## src/rtl/serializer_stream.sv

```systemverilog
// Parallel-to-serial transmitter: words from a valid/ready stream are shifted out
// on tx with a generated bit clock (txclk) and a first-bit frame sync (fs).
// Latency: first bit on tx two edges after the accepting edge; WIDTH*DIV cycles per word.
// Backpressure: s_ready = oe & ~hold_valid; a single holding register gives gapless back-to-back words.
//
// Ports:
//   clk, rst           system clock, synchronous active-high reset
//   oe                 output enable, gates acceptance of new words
//   s_data/s_valid/s_ready  input word stream
//   clr_underrun       one-cycle pulse clearing the sticky underrun flag
//   txclk, tx, fs      serial bit clock, serial data, frame sync (registered)
//   busy, underrun     word in flight, sticky stream-break flag (registered)
module serializer_stream #(
    parameter int WIDTH     = 8,
    parameter int DIV       = 16,
    parameter int MSB_FIRST = 1,
    parameter bit IDLE_LVL  = 1'b0
) (
    input  logic             clk,
    input  logic             rst,
    input  logic             oe,
    input  logic [WIDTH-1:0] s_data,
    input  logic             s_valid,
    output logic             s_ready,
    input  logic             clr_underrun,
    output logic             txclk,
    output logic             tx,
    output logic             fs,
    output logic             busy,
    output logic             underrun
);

    localparam int DW = (DIV > 2) ? $clog2(DIV) : 1;
    localparam int BW = (WIDTH > 2) ? $clog2(WIDTH) : 1;
    localparam logic [DW-1:0] DIV_LAST = DW'(DIV - 1);
    localparam logic [DW-1:0] DIV_HALF = DW'(DIV / 2);
    localparam logic [BW-1:0] BIT_LAST = BW'(WIDTH - 1);

    typedef enum logic [0:0] {
        ST_IDLE  = 1'b0,
        ST_SHIFT = 1'b1
    } state_t;

    state_t            state_q, state_d;
    logic [WIDTH-1:0]  hold_q, hold_d;
    logic              hold_vld_q, hold_vld_d;
    logic [WIDTH-1:0]  shift_q, shift_d;
    logic [DW-1:0]     div_cnt_q, div_cnt_d;
    logic [BW-1:0]     bit_cnt_q, bit_cnt_d;
    logic              underrun_q, underrun_d;
    logic              tx_q, tx_d;
    logic              txclk_q, txclk_d;
    logic              fs_q, fs_d;
    logic              busy_q, busy_d;
    logic              accept;

    // rst gating keeps s_ready low while reset is held.
    assign s_ready  = oe & ~hold_vld_q & ~rst;
    assign accept   = s_valid & s_ready;

    assign tx       = tx_q;
    assign txclk    = txclk_q;
    assign fs       = fs_q;
    assign busy     = busy_q;
    assign underrun = underrun_q;

    always_comb begin
        state_d    = state_q;
        hold_d     = hold_q;
        hold_vld_d = hold_vld_q;
        shift_d    = shift_q;
        div_cnt_d  = div_cnt_q;
        bit_cnt_d  = bit_cnt_q;
        underrun_d = underrun_q;

        // Clear first so a same-cycle set event below overrides it.
        if (clr_underrun) begin
            underrun_d = 1'b0;
        end

        // accept needs hold empty, load needs hold full: never both in one cycle.
        if (accept) begin
            hold_d     = s_data;
            hold_vld_d = 1'b1;
        end

        case (state_q)
            ST_IDLE: begin
                if (hold_vld_q) begin
                    state_d    = ST_SHIFT;
                    shift_d    = hold_q;
                    hold_vld_d = 1'b0;
                    div_cnt_d  = '0;
                    bit_cnt_d  = '0;
                end
            end
            ST_SHIFT: begin
                if (div_cnt_q == DIV_LAST) begin
                    div_cnt_d = '0;
                    if (bit_cnt_q == BIT_LAST) begin
                        if (hold_vld_q) begin
                            // Seamless reload: next word's first bit follows immediately.
                            shift_d    = hold_q;
                            hold_vld_d = 1'b0;
                            bit_cnt_d  = '0;
                        end else begin
                            state_d = ST_IDLE;
                            if (oe) begin
                                underrun_d = 1'b1;
                            end
                        end
                    end else begin
                        bit_cnt_d = bit_cnt_q + BW'(1);
                        if (MSB_FIRST != 0) begin
                            shift_d = {shift_q[WIDTH-2:0], 1'b0};
                        end else begin
                            shift_d = {1'b0, shift_q[WIDTH-1:1]};
                        end
                    end
                end else begin
                    div_cnt_d = div_cnt_q + DW'(1);
                end
            end
            default: begin
                state_d = ST_IDLE;
            end
        endcase

        // Outputs are decoded from the next state so they appear registered
        // and aligned with the counters they describe.
        busy_d  = (state_d == ST_SHIFT);
        tx_d    = IDLE_LVL;
        if (busy_d) begin
            tx_d = (MSB_FIRST != 0) ? shift_d[WIDTH-1] : shift_d[0];
        end
        txclk_d = busy_d & (div_cnt_d >= DIV_HALF);
        fs_d    = busy_d & (bit_cnt_d == '0);
    end

    always_ff @(posedge clk) begin
        if (rst) begin
            state_q    <= ST_IDLE;
            hold_q     <= '0;
            hold_vld_q <= 1'b0;
            shift_q    <= '0;
            div_cnt_q  <= '0;
            bit_cnt_q  <= '0;
            underrun_q <= 1'b0;
            tx_q       <= IDLE_LVL;
            txclk_q    <= 1'b0;
            fs_q       <= 1'b0;
            busy_q     <= 1'b0;
        end else begin
            state_q    <= state_d;
            hold_q     <= hold_d;
            hold_vld_q <= hold_vld_d;
            shift_q    <= shift_d;
            div_cnt_q  <= div_cnt_d;
            bit_cnt_q  <= bit_cnt_d;
            underrun_q <= underrun_d;
            tx_q       <= tx_d;
            txclk_q    <= txclk_d;
            fs_q       <= fs_d;
            busy_q     <= busy_d;
        end
    end

endmodule

```

## config.mk

```make
export PLATFORM = sky130hd
export DESIGN_NAME = serializer_stream
export DESIGN_NICKNAME = d
export VERILOG_FILES = /design/src/rtl/serializer_stream.sv
export SDC_FILE = /design/constraint.sdc
export NUM_CORES = 1
export LEC_CHECK = 0
export BUFFER_PORTS_ARGS = -buffer_cell sky130_fd_sc_hd__buf_2
export CORE_AREA = 3 3 72 74
export DETAILED_ROUTE_END_ITERATION = 12
export DIE_AREA = 0 0 75 77
export SLEW_MARGIN = 10
export SYNTH_ARGS = -nofsm -noshare
export SYNTH_HDL_FRONTEND = slang
export SYNTH_SLANG_ARGS = --single-unit
```

## constraint.sdc

```tcl
create_clock -name clk -period 4.1 [get_ports clk]
set_input_delay 0.82 -clock clk [delete_from_list [all_inputs] [get_ports clk]]
set_output_delay 0.82 -clock clk [all_outputs]
set_load 0.005 [all_outputs]
```

# After elaboration in Yosys (flattened, before gate mapping)
# Cells that the tools add are included.
# word_totals
reg_bits	29
out_inout_bits	6
word_cells	54
# classes
add_sub_neg	2
order_cmp	1
n_eq_ne	3
mux	26
bitwise	9
n_reduce_logical	2
# op_table
operator	count
$mux 8	3
$pmux 8 s2	1
$mux 1	13
$mux 3	3
$mux 4	2
$pmux 4 s2	1
$pmux 3 s2	1
$and 1x1->1	5
$add 4x1->4 const B	1
$eq 4x4->1 const B	1
$ge 4x4->1 const B	1
$not 1->1	4
$pmux 1 s2	2
$add 3x1->3 const B	1
$eq 3x3->1 const B	1
$logic_not 3->1	1
$ne 2x1->1 const B	1
$reduce_or 2->1	1

# Depth between registers and ports, before layout
# Gate-level depths: netlist (run 1).
# depth
depth_word	9
mapped_depth	7

# Worst setup path after synthesis (run 1)
# OpenSTA, ideal clock, no wires.
# synth_timing
path_type	input to output
start	input rst
end	output s_ready
arrival_ns	1.138
setup_slack_ns	2.142
cell_stages	2
n_path_buf	1
cell_sequence	buf_2 nor3b_2
# synth_between
elab_chain_cells	2
# synth_lines
element	line_no	source
start: declaration	20	input logic rst,
$not 1->1	58	assign s_ready = oe & ~hold_vld_q & ~rst;
$and 1x1->1	58	
end: declaration	24	output logic s_ready,
# No other way between the ends.

# Final worst setup path (run 1)
# layout_timing
start	register busy_q, in the netlist busy
end	output busy
# layout_lines
element	line_no	source
start: declaration	54	logic busy_q, busy_d;
start signal: assignment	164	busy_q <= busy_d;
end: declaration	29	output logic busy,
# No word-level cell between the ends.

==> impl_summary.md, run 1 <==
Clocking
In this run the post-CTS setup repair buffer count came out at 0. The CTS tree is done. In this run, CTS created clock tree buffers numbering 5. The cell at the root of the clock tree is clkbuf_8.

The clock passes through at most 2 buffers. The clock transition at the registers of the reported paths is 60 ps. Buffers inserted to repair hold after CTS numbered 0. The H-tree generated during clock tree synthesis spans 2 levels. The clock latency of the later-clocked register in the worst-skew pair is 280 ps. Post-CTS repair changed the size of 0 cells. The tree built by TritonCTS fans out to 29 sinks.

Pwr
Combinational cells account for 6.5% of the total power. The internal power is 514.0 uW. The power density over the cells is 406.3 mW/mm^2. The switching power is 140.7 uW. Across the VDD grid, the largest voltage drop is 222.5 uV. For this design the static power due to leakage is 0.5889 nW.

Sequential cells burn 46.9% of the power. In this run, the clock network consumes 46.6% of the power. In this run switching power makes up 21.48% of total power.

Placed design
Detailed placement finished with a half-perimeter wire length of 1775 um. The count of buffers from port buffering is 18. Routability-driven placement finished with a final weighted congestion of 0.6939.

Critical path
The type of element capturing the critical path is an output pin. The largest incremental delay on the critical path is 920 ps. The worst register-to-register path begins at bit_cnt_q[0]. In this run the worst path has a maximum fanout of 24. The reg-to-reg endpoint is fs.

STA puts the critical path data required time at 3280 ps. The number of cells on the worst reg-to-reg path is 6. The signal on the critical path passes through buf_2.

The slowest stage cell on the critical path is dfxtp_1. Together, buffers and inverters on the worst path number 1. The worst setup path is of the flop to output pin kind. The launching instance or port of the critical path is busy. In this run the number of cells on the critical path is 1. The largest delay contributor family on the critical path is flip-flops. At the worst endpoint, the arrival time is 1450 ps. The worst setup path is launched from a flop.

Following the worst setup path forward leads to its endpoint at busy. For flop-to-flop paths, the worst setup slack is 2220 ps.

Synth
The synthesized design spends more area on one cell type than any other, namely dfxtp_1. Counting flops with a built-in enable in the synthesized netlist gives 0. The distinct cell type count of the synthesized netlist is 38. Each instance of the synthesized netlist takes up on average 9.314 sq um.

Summed over its instances, the top area cell type makes up 40.74% of the synthesized netlist area. In the synthesized netlist the async set-or-reset flop fraction comes to 0%. For this run, the leading register cell type out of synthesis is dfxtp_1. The total of flip-flops plus latches after synthesis is 29.

Summing every instance area after synthesis gives 0.001425 sq mm. Ranked by total cell area, the synthesized netlist is headed by dfxtp_1 (41%), mux2i_1 (7.0%), o21ai_0 (5.6%). Summing the sequential cell areas from Yosys gives 40.74% of the chip area. After technology mapping, the gate count stands at 153. The net count after synthesis is 170. During synthesis, Yosys emitted a total of 0 warnings.

STA
The number of pins exceeding their max-slew limit in the final report is 0. The worst hold margin is 465.0 ps. The worst setup skew after layout is 5.413 ps. The final count of hold timing violations was 0. The worst-case headroom to the max-slew limit is 38.50%. The setup total negative slack is 0 ps. Setup repair after global routing left no endpoint under its margin. Timing would allow up to 440.2 MHz. The final critical path takes up 55.41% of the cycle. Setup violations remaining at the end of the flow were counted as 0. For the finished layout, the period the worst path requires is 2272 ps. The slew at the pin closest to its max-slew limit is 921.2 ps.

Run
The number of max-cap violations is 0.

Routing
For this block, the routed nets add up to 2674 um of wire. For this run, the detailed router's first-pass iteration total came to 4. The routed via count divided by cell count is 4.874. In the routed design, unresolved DRC markers number 0. The number of nets still failing antenna checks after routing is 0.

The via total after detailed routing is 1082. The average wire length per cell after detail routing is 12.05 um. The number of DRC markers in iteration 0 is 76.

Cells and area
The number of antenna repair diodes is 0. The signed area change from the synthesized netlist to the final layout is 13.08%. For this run, the post-layout net count is 184. Leaving out fill and tap cells, the most frequent cell in the layout is dfxtp_1. The fraction of final layout cells with drive strength greater than 1 is 19.05%. The library cells used most frequently in the layout, excluding fill and tap cells, are dfxtp_1 (29), buf_2 (18), o21ai_0 (16).

GRT
Across every metal layer, demand over resource in global routing totals 11.02%. The maximum number of pins on one net before global-route repair is 29. Global routing finished with a remaining overflow of 0. The via count of the first global-routing pass is 1067. The number of antenna violations at the first check in global routing is 0. The first global-routing pass estimated 4919 um of wire.

Die
The area of the die is 0.005775 sq mm. The starting density of the core is 30.58%. The I/O pin count is 19. The die is 75 um wide. The row count is 25. From bottom edge to top edge, the die measures 77 um. The core box area is 0.004661 sq mm.

Status
The flow ran to the end, and the final reports show no timing, DRC or antenna violations.

Hold path
The path class of the tightest hold or removal check is flop to flop.
cell families (layout without fill, tap and decap cells):
group	after synthesis	after routing	share of synthesized area, %
AND/OR/NAND/NOR	54	54	21.60
buffers and inverters	15	30	7.199
adder cells (fa/ha/maj)	4	4	3.512
multiplexers	10	10	7.024
flip-flops	29	29	40.74
AO/OA/AOI/OAI	41	41	19.93
how the worst min path moves through the flow:
stage / from / end / depth (start not counted)
finish: shift_q[7] / shift_q[7] / 2
global route: hold_q[3] / hold_q[3] / 2
CTS: shift_q[7] / shift_q[7] / 2
detailed placement: shift_q[7] / shift_q[7] / 2
global placement: shift_q[7] / shift_q[7] / 2
floorplan: shift_q[7] / shift_q[7] / 2
registers in the layout, indices dropped and copies added, names as in the netlist:
name        cells
fs              1
hold_q          8
hold_vld_q      1
shift_q         8
bit_cnt_q       3
div_cnt_q       4
underrun        1
busy            1
tx              1
txclk           1
through the flow:
stage          worst slack, ps  std cells  util, %  cell area [sq um]  total power, mW
3_3_place_gp              1833        214    32.08               1495           0.3560
5_1_grt                   1703        222    34.58               1612           0.6847
4_1_cts                   1779        222    34.58               1612           0.6627
3_5_place_dp              1824        214    32.08               1495           0.3567
6_report                  1828        222    34.58               1612           0.6547
2_1_floorplan             2142        153        -               1425           0.3435
area by class of cell:
cell class	count	area (sq um)
multi-input cells	109	742.0
inverters	4	15.01
repair buffers	18	90.09
clock inverters	1	30.03
fillers	495	3049
flip-flops and latches	29	580.6
clock buffers	7	86.33
well taps	54	67.56
Yosys cell counts, types with 3 or more instances:
cell type / count
or3_1: 6
o21ai_0: 16
dfxtp_1: 29
nor2_1: 8
buf_2: 4
mux2i_1: 10
inv_1: 4
a31oi_1: 3
buf_4: 3
ha_1: 4
a221oi_1: 6
nor2b_1: 3
nand2_1: 12
a21oi_1: 5
a22oi_1: 3
nand2b_1: 10
routing by layer:
layer	vias to the layer above	share of wire (%)	track usage [%]
li1	573	-	-
met1	485	50	14.73
met2	19	43	15.77
met3	5	4.9	4.587
met4	0	1.7	3.737
met5	-	0	0
power by group through the flow:
| stage | clock network [mW] | logic [mW] | registers [mW] |
|---|---|---|---|
| 4_1_cts | 0.312 | 0.0432 | 0.308 |
| 5_1_grt | 0.326 | 0.0492 | 0.310 |
| 6_report | 0.305 | 0.0423 | 0.307 |
| 2_1_floorplan | 0 | 0.0372 | 0.306 |
| 3_3_place_gp | 0 | 0.0423 | 0.314 |
| 3_5_place_dp | 0 | 0.0431 | 0.314 |
No activity file was read; power rests on OpenSTA's default activity.
==> run 2: changes to the inputs <==
ABC_AREA = 1   (was unset)
clock period = 2.1 ns   (was 4.1 ns; I/O delays follow)
==> run 2 against run 1 <==
Compared with the run above: first-iteration DRC count fell by 41%; count of clock-buffer cells in the layout did not move; worst hold slack got worse by 100 ps; combinational power rose to 2.8 times the previous value; highest routed layer unchanged.
==> impl_summary.md, run 2 <==
STA
The final count of hold timing violations is 0 (unchanged). The slew at the pin closest to its max-slew limit is 432.4 ps (-488.8 ps). The setup violation total in the final timing report was 0 (unchanged). The number of pins exceeding their max-slew limit in the final report was 0 (unchanged).

The setup total negative slack is 0 ps (unchanged). The worst path needs 1611 ps of the cycle, external delays included. Based on the critical path, the design can be clocked at up to 620.6 MHz. The worst-case headroom to the max-slew limit came to 71.14% (+33 points). Setup repair after global routing left no endpoint under its margin.

The worst setup skew after layout is 5.399 ps (-0.01357 ps). The ratio of final minimum period to clock period is 76.73%.

Placed design
The number of placed instances, taps included was 265 (+24%). The final HPWL from detailed placement came to 2137 um (+20%). The global placement routability congestion was 0.7579 (+9.2%). The post-place instance area is 0.001521 sq mm (+1.8%). The count of buffers from port buffering is 18 (unchanged).

Clocking
The hold buffer count at cts is 0 (unchanged). TritonCTS built the clock tree. The largest buffer count on any clock path is 2 (unchanged). The clock latency of the later-clocked register in the worst-skew pair is 280 ps (about the same). The TritonCTS buffer count is 5 (unchanged). The number of clock sinks came to 29 (unchanged). The number of setup buffers added after CTS was 0 (unchanged).

The cell at the root of the clock tree is clkbuf_8. The level count of the clock H-tree is 2 (unchanged). The number of gates resized after CTS is 0 (unchanged).

The clock transition at the registers of the reported paths is 60 ps (about the same).

Cells and area
The number of antenna repair diodes is 0 (unchanged). The fraction of final layout cells with drive strength greater than 1 is 16.51% (-2.5 points). The final design instance area without fill is 0.001608 sq mm (-0.23%). The non-filler instance count after layout is 272 (+23%). In the final layout, the registers with the most flip-flops are hold_q: 8 flops, shift_q: 8 flops, div_cnt_q: 4 flops.

The signed area change from the synthesized netlist to the final layout is 15.04%. Leaving out fill and tap cells, the most frequent cells in the layout are nand2_1 (63), nand3_1 (44), dfxtp_1 (29). The net count of the finished layout was 235 (+28%). The most common cell after layout, fill and taps aside is nand2_1.

Synth
The net count after synthesis is 215 (+26%). The cell taking the most area after synthesis is dfxtp_1. The total of flip-flops plus latches after synthesis is 29 (unchanged). The area of the mapped netlist came to 0.001398 sq mm (-1.9%).

The number of instances in the synthesized netlist is 198 (+29%). In the post-synthesis netlist, the cell with the most instances is nand2_1. The sequential element share of the synthesized area is 41.54% (+0.80 points). The Yosys warning count is 0 (unchanged). By area the synthesized netlist is led by dfxtp_1 (42%), nand2_1 (17%), nand3_1 (16%). The distinct cell type count of the synthesized netlist is 22 (-42%). For this run, the leading register cell type out of synthesis is dfxtp_1. The share of the synthesized area in the top cell type is 41.54% (+0.80 points). The synthesized area per cell is 7.059 sq um (-24%). After synthesis, the most frequently instantiated cells are nand2_1 (63), nand3_1 (44), dfxtp_1 (29).

The number of synthesized flops with an enable pin was 0 (unchanged). The async set-or-reset flop fraction in the synthesized netlist is 0% (unchanged).

Critical path
The data arrival time of the worst path is 1840 ps (+390 ps). The launching instance or port of the critical path is div_cnt_q[0]. In this run the worst setup path terminates at shift_q[5]. The type of element capturing the critical path is a flop. The reg-to-reg endpoint is shift_q[5].

The data required time at the worst endpoint is 2320 ps (-960 ps). The worst setup path is of the flop to flop kind. The reg-to-reg setup timing slack came to 490 ps (-1730 ps). The number of cells traversed by the worst register-to-register path came to 8 (+2). The biggest fanout along the worst timing path is 6 (-75%). The element type at the critical path start is a flop. The startpoint identified for the worst register-to-register timing path is div_cnt_q[0].

Die
The area of the die is 0.005775 sq mm (unchanged). The overall die width is 75 um (unchanged). The core box area came to 0.004661 sq mm (unchanged).

The starting density of the core is 29.99% (-0.59 points). The die outline height is 77 um (unchanged). The row count is 25 (unchanged). The I/O pin count is 19 (unchanged).

Pwr
The leakage power summed over all cells came to 0.8253 nW (+40%). The largest voltage drop on the vdd net is 260.4 uV (+17%). The power density over the cells is 726.4 mW/mm^2 (+79%).

Status
The flow ran to the end, and the final reports show no timing, DRC or antenna violations.

Routing
The average wire length per cell after detail routing is 10.72 um (-11%). The final routed wirelength across all metal layers is 2917 um (+9.1%). The residual DRC count is 0 (unchanged). The length of the first detailed-routing pass in iterations came to 4 (unchanged). The routed via count divided by cell count is 4.824 (-1.0%).

The number of DRC markers in iteration 0 is 45 (-41%). The via total after detailed routing is 1312 (+21%). The number of nets still failing antenna checks after routing is 0 (unchanged).

Run
The number of max-cap violations is 0 (unchanged).

Hold path
In this run the worst hold path is classified as primary input to flop.

GRT
The via count of the first global-routing pass was 1200 (+12%). The maximum number of pins on one net before global-route repair is 18 (-38%). The global routing usage summed across all routing layers is 11.49% (+0.48 points). The number of antenna violations at the first check in global routing is 0 (unchanged). The final global-route overflow total was 0 (unchanged). The global-route wire length before repair is 5216 um (+6.0%).
## run 2: cell types whose count changed in the layout (fill, tap and decap cells not counted), moves of 4 or more
cell / change
nand2_1: +51
nand2b_1: -10
o21ai_0: -13
inv_1: +10
mux2i_1: -10
or3_1: -6
a221oi_1: -6
buf_4: +4
nand3_1: +42
inv_2: +4
## run 2: layout make-up
cell class | instances | area [sq um]
Clock buffer | 7 | 86.33
Inverter | 18 | 67.56
Multi-Input combinational cell | 142 | 685.7
Fill cell | 498 | 3053
Tap cell | 54 | 67.56
Sequential cell | 29 | 580.6
Timing Repair Buffer | 22 | 120.1
## run 2: how the worst min path moves through the flow
stage / start / to / slack, ps / cells after the start
finish: s_data[4] / hold_q[4] / 360 / 3
global route: s_data[4] / hold_q[4] / 360 / 3
detailed placement: hold_q[4] / hold_q[4] / 460 / 2
global placement: underrun / underrun / 450 / 2
floorplan: hold_q[0] / hold_q[0] / 440 / 2
CTS: s_data[4] / hold_q[4] / 360 / 3
## run 2: logic make-up after synthesis
group	synth area share [%]
buf+inv	9.400
fa+ha+maj	3.581
flops	41.54
compound gates	5.282
simple gates	40.20
## run 2: metrics by stage
| stage | setup WS (ps) | hold WS, ps | power, mW | utilization (%) |
|---|---|---|---|---|
| 2_1_floorplan | 670.1 | 438.1 | 0.6864 | - |
| 3_3_place_gp | 507.6 | 451.6 | 0.7238 | 32.64 |
| 3_5_place_dp | 514.9 | 459.7 | 0.7228 | 32.64 |
| 4_1_cts | 491.7 | 355.8 | 1.183 | 34.50 |
| 5_1_grt | 240.2 | 362.8 | 1.222 | 34.50 |
| 6_report | 488.7 | 361.0 | 1.168 | 34.50 |
## run 2: where the power goes
| part | leakage (nW) | total (mW) | internal, mW | switching [mW] |
|---|---|---|---|---|
| logic | 0.545 | 0.120 | 0.0422 | 0.0773 |
| clock network | 0.0443 | 0.458 | 0.259 | 0.199 |
| registers | 0.236 | 0.591 | 0.573 | 0.0176 |
| total | 0.825 | 1.17 | 0.874 | 0.294 |
## run 2: routing by layer
layer	wire [um]	vias up	GRT usage (%)
li1	-	684	-
met1	1414	605	14.89
met2	1320	18	17.25
met3	134	5	3.670
met4	48	0	4.804
met5	0	-	0
## run 2: critical path, cell delays in order (launching register included)
cell	delay (ps)
dfxtp_1	400
ha_1	210
nand3_1	140
nor2_1	350
buf_4	220
nand3_1	70
nand3_1	70
nand2_1	50
inv_1	50
==> run 3: changes to the inputs <==
clock period = 1.65 ns   (was 2.1 ns; I/O delays follow)
==> run 3 against run 2 <==
Compared with the run above: clock skew is essentially flat; non-clock buffer count rose by 4; die area unchanged; wire length is 5.3% higher; sequential share of layout area is 1.3 points lower; highest routed layer unchanged; critical path depth is 1 lower; fmax up 9.4%; utilization rose by 1.3 points; worst setup slack lost 310 ps; first-iteration DRC count is 82% higher.
==> impl_summary.md, run 3 (synthesis results as in run 2) <==
Status
The flow ran to the end, and the final reports show no timing, DRC or antenna violations.

GRT
The maximum number of pins on one net before global-route repair is 18 (unchanged). The global routing usage summed across all routing layers came to 11.52% (+0.029 points). The via count of the first global-routing pass is 1221 (+1.8%). The final global-route overflow total is 0 (unchanged).

The global-route wire length before repair was 5354 um (+2.6%). The number of antenna violations at the first check in global routing came to 0 (unchanged).

Placed design
The global placement routability congestion came to 0.7886 (+4.1%). The worst setup slack before clock tree synthesis is 187.3 ps (-327.5 ps). The number of placed instances, taps included is 269 (+1.5%). The count of buffers from port buffering is 18 (unchanged).

The final HPWL from detailed placement is 2285 um (+6.9%). The post-place instance area was 0.001551 sq mm (+2.0%).

Clocking
The CTS tree is done. The clock latency of the later-clocked register in the worst-skew pair is 270 ps (about the same). The number of clock sinks is 29 (unchanged).

The number of setup buffers added after CTS came to 0 (unchanged). The TritonCTS buffer count is 5 (unchanged). The cell at the root of the clock tree is clkbuf_8. The level count of the clock H-tree came to 2 (unchanged). The number of gates resized after CTS is 0 (unchanged). The hold buffer count at cts was 0 (unchanged). The clock transition at the registers of the reported paths came to 60 ps (about the same). The largest buffer count on any clock path is 2 (unchanged).

Die
The core box area is 0.004661 sq mm (unchanged). The row count is 25 (unchanged). The die outline height came to 77 um (unchanged).

The starting density of the core came to 29.99% (unchanged). The overall die width was 75 um (unchanged). The I/O pin count is 19 (unchanged).

The area of the die came to 0.005775 sq mm (unchanged).

Critical path
The critical path class is flop to flop. The biggest fanout along the worst timing path was 4 (-2). In this run the critical register-to-register path is captured at fs. The launching instance or port of the critical path is bit_cnt_q[1]. STA classifies the critical path startpoint as a flop. STA classifies the critical path endpoint as a flop. In this run the critical register-to-register path is launched from bit_cnt_q[1]. The number of cells traversed by the worst register-to-register path is 7 (-1). The data required time at the worst endpoint is 1860 ps (-460 ps). The last element of the critical path is fs. The data arrival time of the worst path was 1680 ps (-160 ps). The reg-to-reg setup timing slack was 180 ps (-310 ps).

Cells and area
The signed area change from the synthesized netlist to the final layout is 19.34%. The number of fillers in the final layout is 521 (+4.6%). The non-filler instance count after layout is 277 (+1.8%).

The number of antenna repair diodes came to 0 (unchanged). The largest registers in the layout are hold_q: 8 flops, shift_q: 8 flops, div_cnt_q: 4 flops. The library cells used most frequently in the layout, excluding fill and tap cells, are nand2_1 (63), nand3_1 (44), dfxtp_1 (29). The fraction of final layout cells with drive strength greater than 1 is 18.39% (+1.9 points). The final design instance area without fill was 0.001668 sq mm (+3.7%).

The most common cell after layout, fill and taps aside is nand2_1. The net count of the finished layout is 239 (+1.7%).

STA
The slew at the pin closest to its max-slew limit is 474.7 ps (+42.30 ps). The worst-case headroom to the max-slew limit was 68.32% (-2.8 points). The ratio of final minimum period to clock period came to 89.25% (+13 points). The worst setup skew after layout was 5.032 ps (-0.3670 ps).

The clock period minus worst slack is 1473 ps (-138.7 ps). The post-route worst setup slack came to 177.4 ps (-311.3 ps). The final count of hold timing violations is 0 (unchanged). The worst hold margin was 275.6 ps (-85.41 ps). The number of pins exceeding their max-slew limit in the final report is 0 (unchanged).

Setup repair after global routing left no endpoint under its margin. The maximum achievable frequency was 679.1 MHz (+9.4%). The setup total negative slack is 0 ps (unchanged). The setup violation total in the final timing report is 0 (unchanged).

Pwr
The leakage power summed over all cells is 0.8585 nW (+4.0%). The power density over the cells is 993.6 mW/mm^2 (+37%). The largest voltage drop on the vdd net is 499.7 uV (+92%).

Routing
The length of the first detailed-routing pass in iterations is 4 (unchanged). The residual DRC count is 0 (unchanged). The number of nets still failing antenna checks after routing is 0 (unchanged). The average wire length per cell after detail routing is 11.09 um (+3.4%). The number of DRC markers in iteration 0 is 82 (+82%). The final routed wirelength across all metal layers came to 3073 um (+5.3%). The routed via count divided by cell count was 4.736 (-1.8%).

The via total after detailed routing is 1312 (unchanged).

Hold path
In this run the worst hold path is classified as primary input to flop.

Run
The number of max-cap violations is 0 (unchanged).
run 3: cell count changes in the layout (fill, tap and decap cells not counted), sizes merged:
cell,change
buf,+4
bufinv,+1
run 3: area by class of cell:
class / count / area (sq um) / share of cell area (%)
inverter: 18 / 67.56 / 4.051
multi-input combinational: 142 / 685.7 / 41.11
sequential: 29 / 580.6 / 34.81
timing repair buffer: 26 / 150.1 / 9.002
clock buffer: 7 / 86.33 / 5.176
clock inverter: 1 / 30.03 / 1.800
tap: 54 / 67.56 / 4.051
run 3: worst min path at each step:
stage,start,to,cells past startpoint,slack (ps)
4_1_cts,s_data[4],hold_q[4],3,270
3_5_place_dp,underrun,underrun,2,450
3_3_place_gp,underrun,underrun,2,450
5_1_grt,s_data[0],hold_q[0],3,290
6_report,s_data[5],hold_q[5],3,280
2_1_floorplan,hold_q[0],hold_q[0],2,440
run 3: routing by layer:
layer	share of wire, %	vias to the layer above	GRT usage [%]	routed length, um
met5	0	-	0	0
met4	0.42	0	3.203	13
met3	3.8	2	3.145	116
met2	46	20	18.38	1418
met1	50	602	14.98	1524
li1	-	688	-	-
run 3: per-stage QoR:
step / power (mW) / utilization, %
3_5_place_dp: 0.9254 / 33.29
5_1_grt: 1.735 / 35.79
6_report: 1.657 / 35.79
4_1_cts: 1.683 / 35.79
2_1_floorplan: 0.8737 / -
3_3_place_gp: 0.9240 / 33.29
run 3: power breakdown:
| part | internal (mW) | switching [mW] |
|---|---|---|
| registers | 0.729 | 0.0287 |
| logic | 0.0567 | 0.0949 |
| clock network | 0.492 | 0.256 |
| total | 1.28 | 0.380 |
run 3: critical path: stages (launching register included):
cell and delay (ps):
dfxtp_1 330, ha_1 200, ha_1 200, inv_1 110, a21oi_1 90, a21oi_1 250
nand3_1 110, nor2_1 120
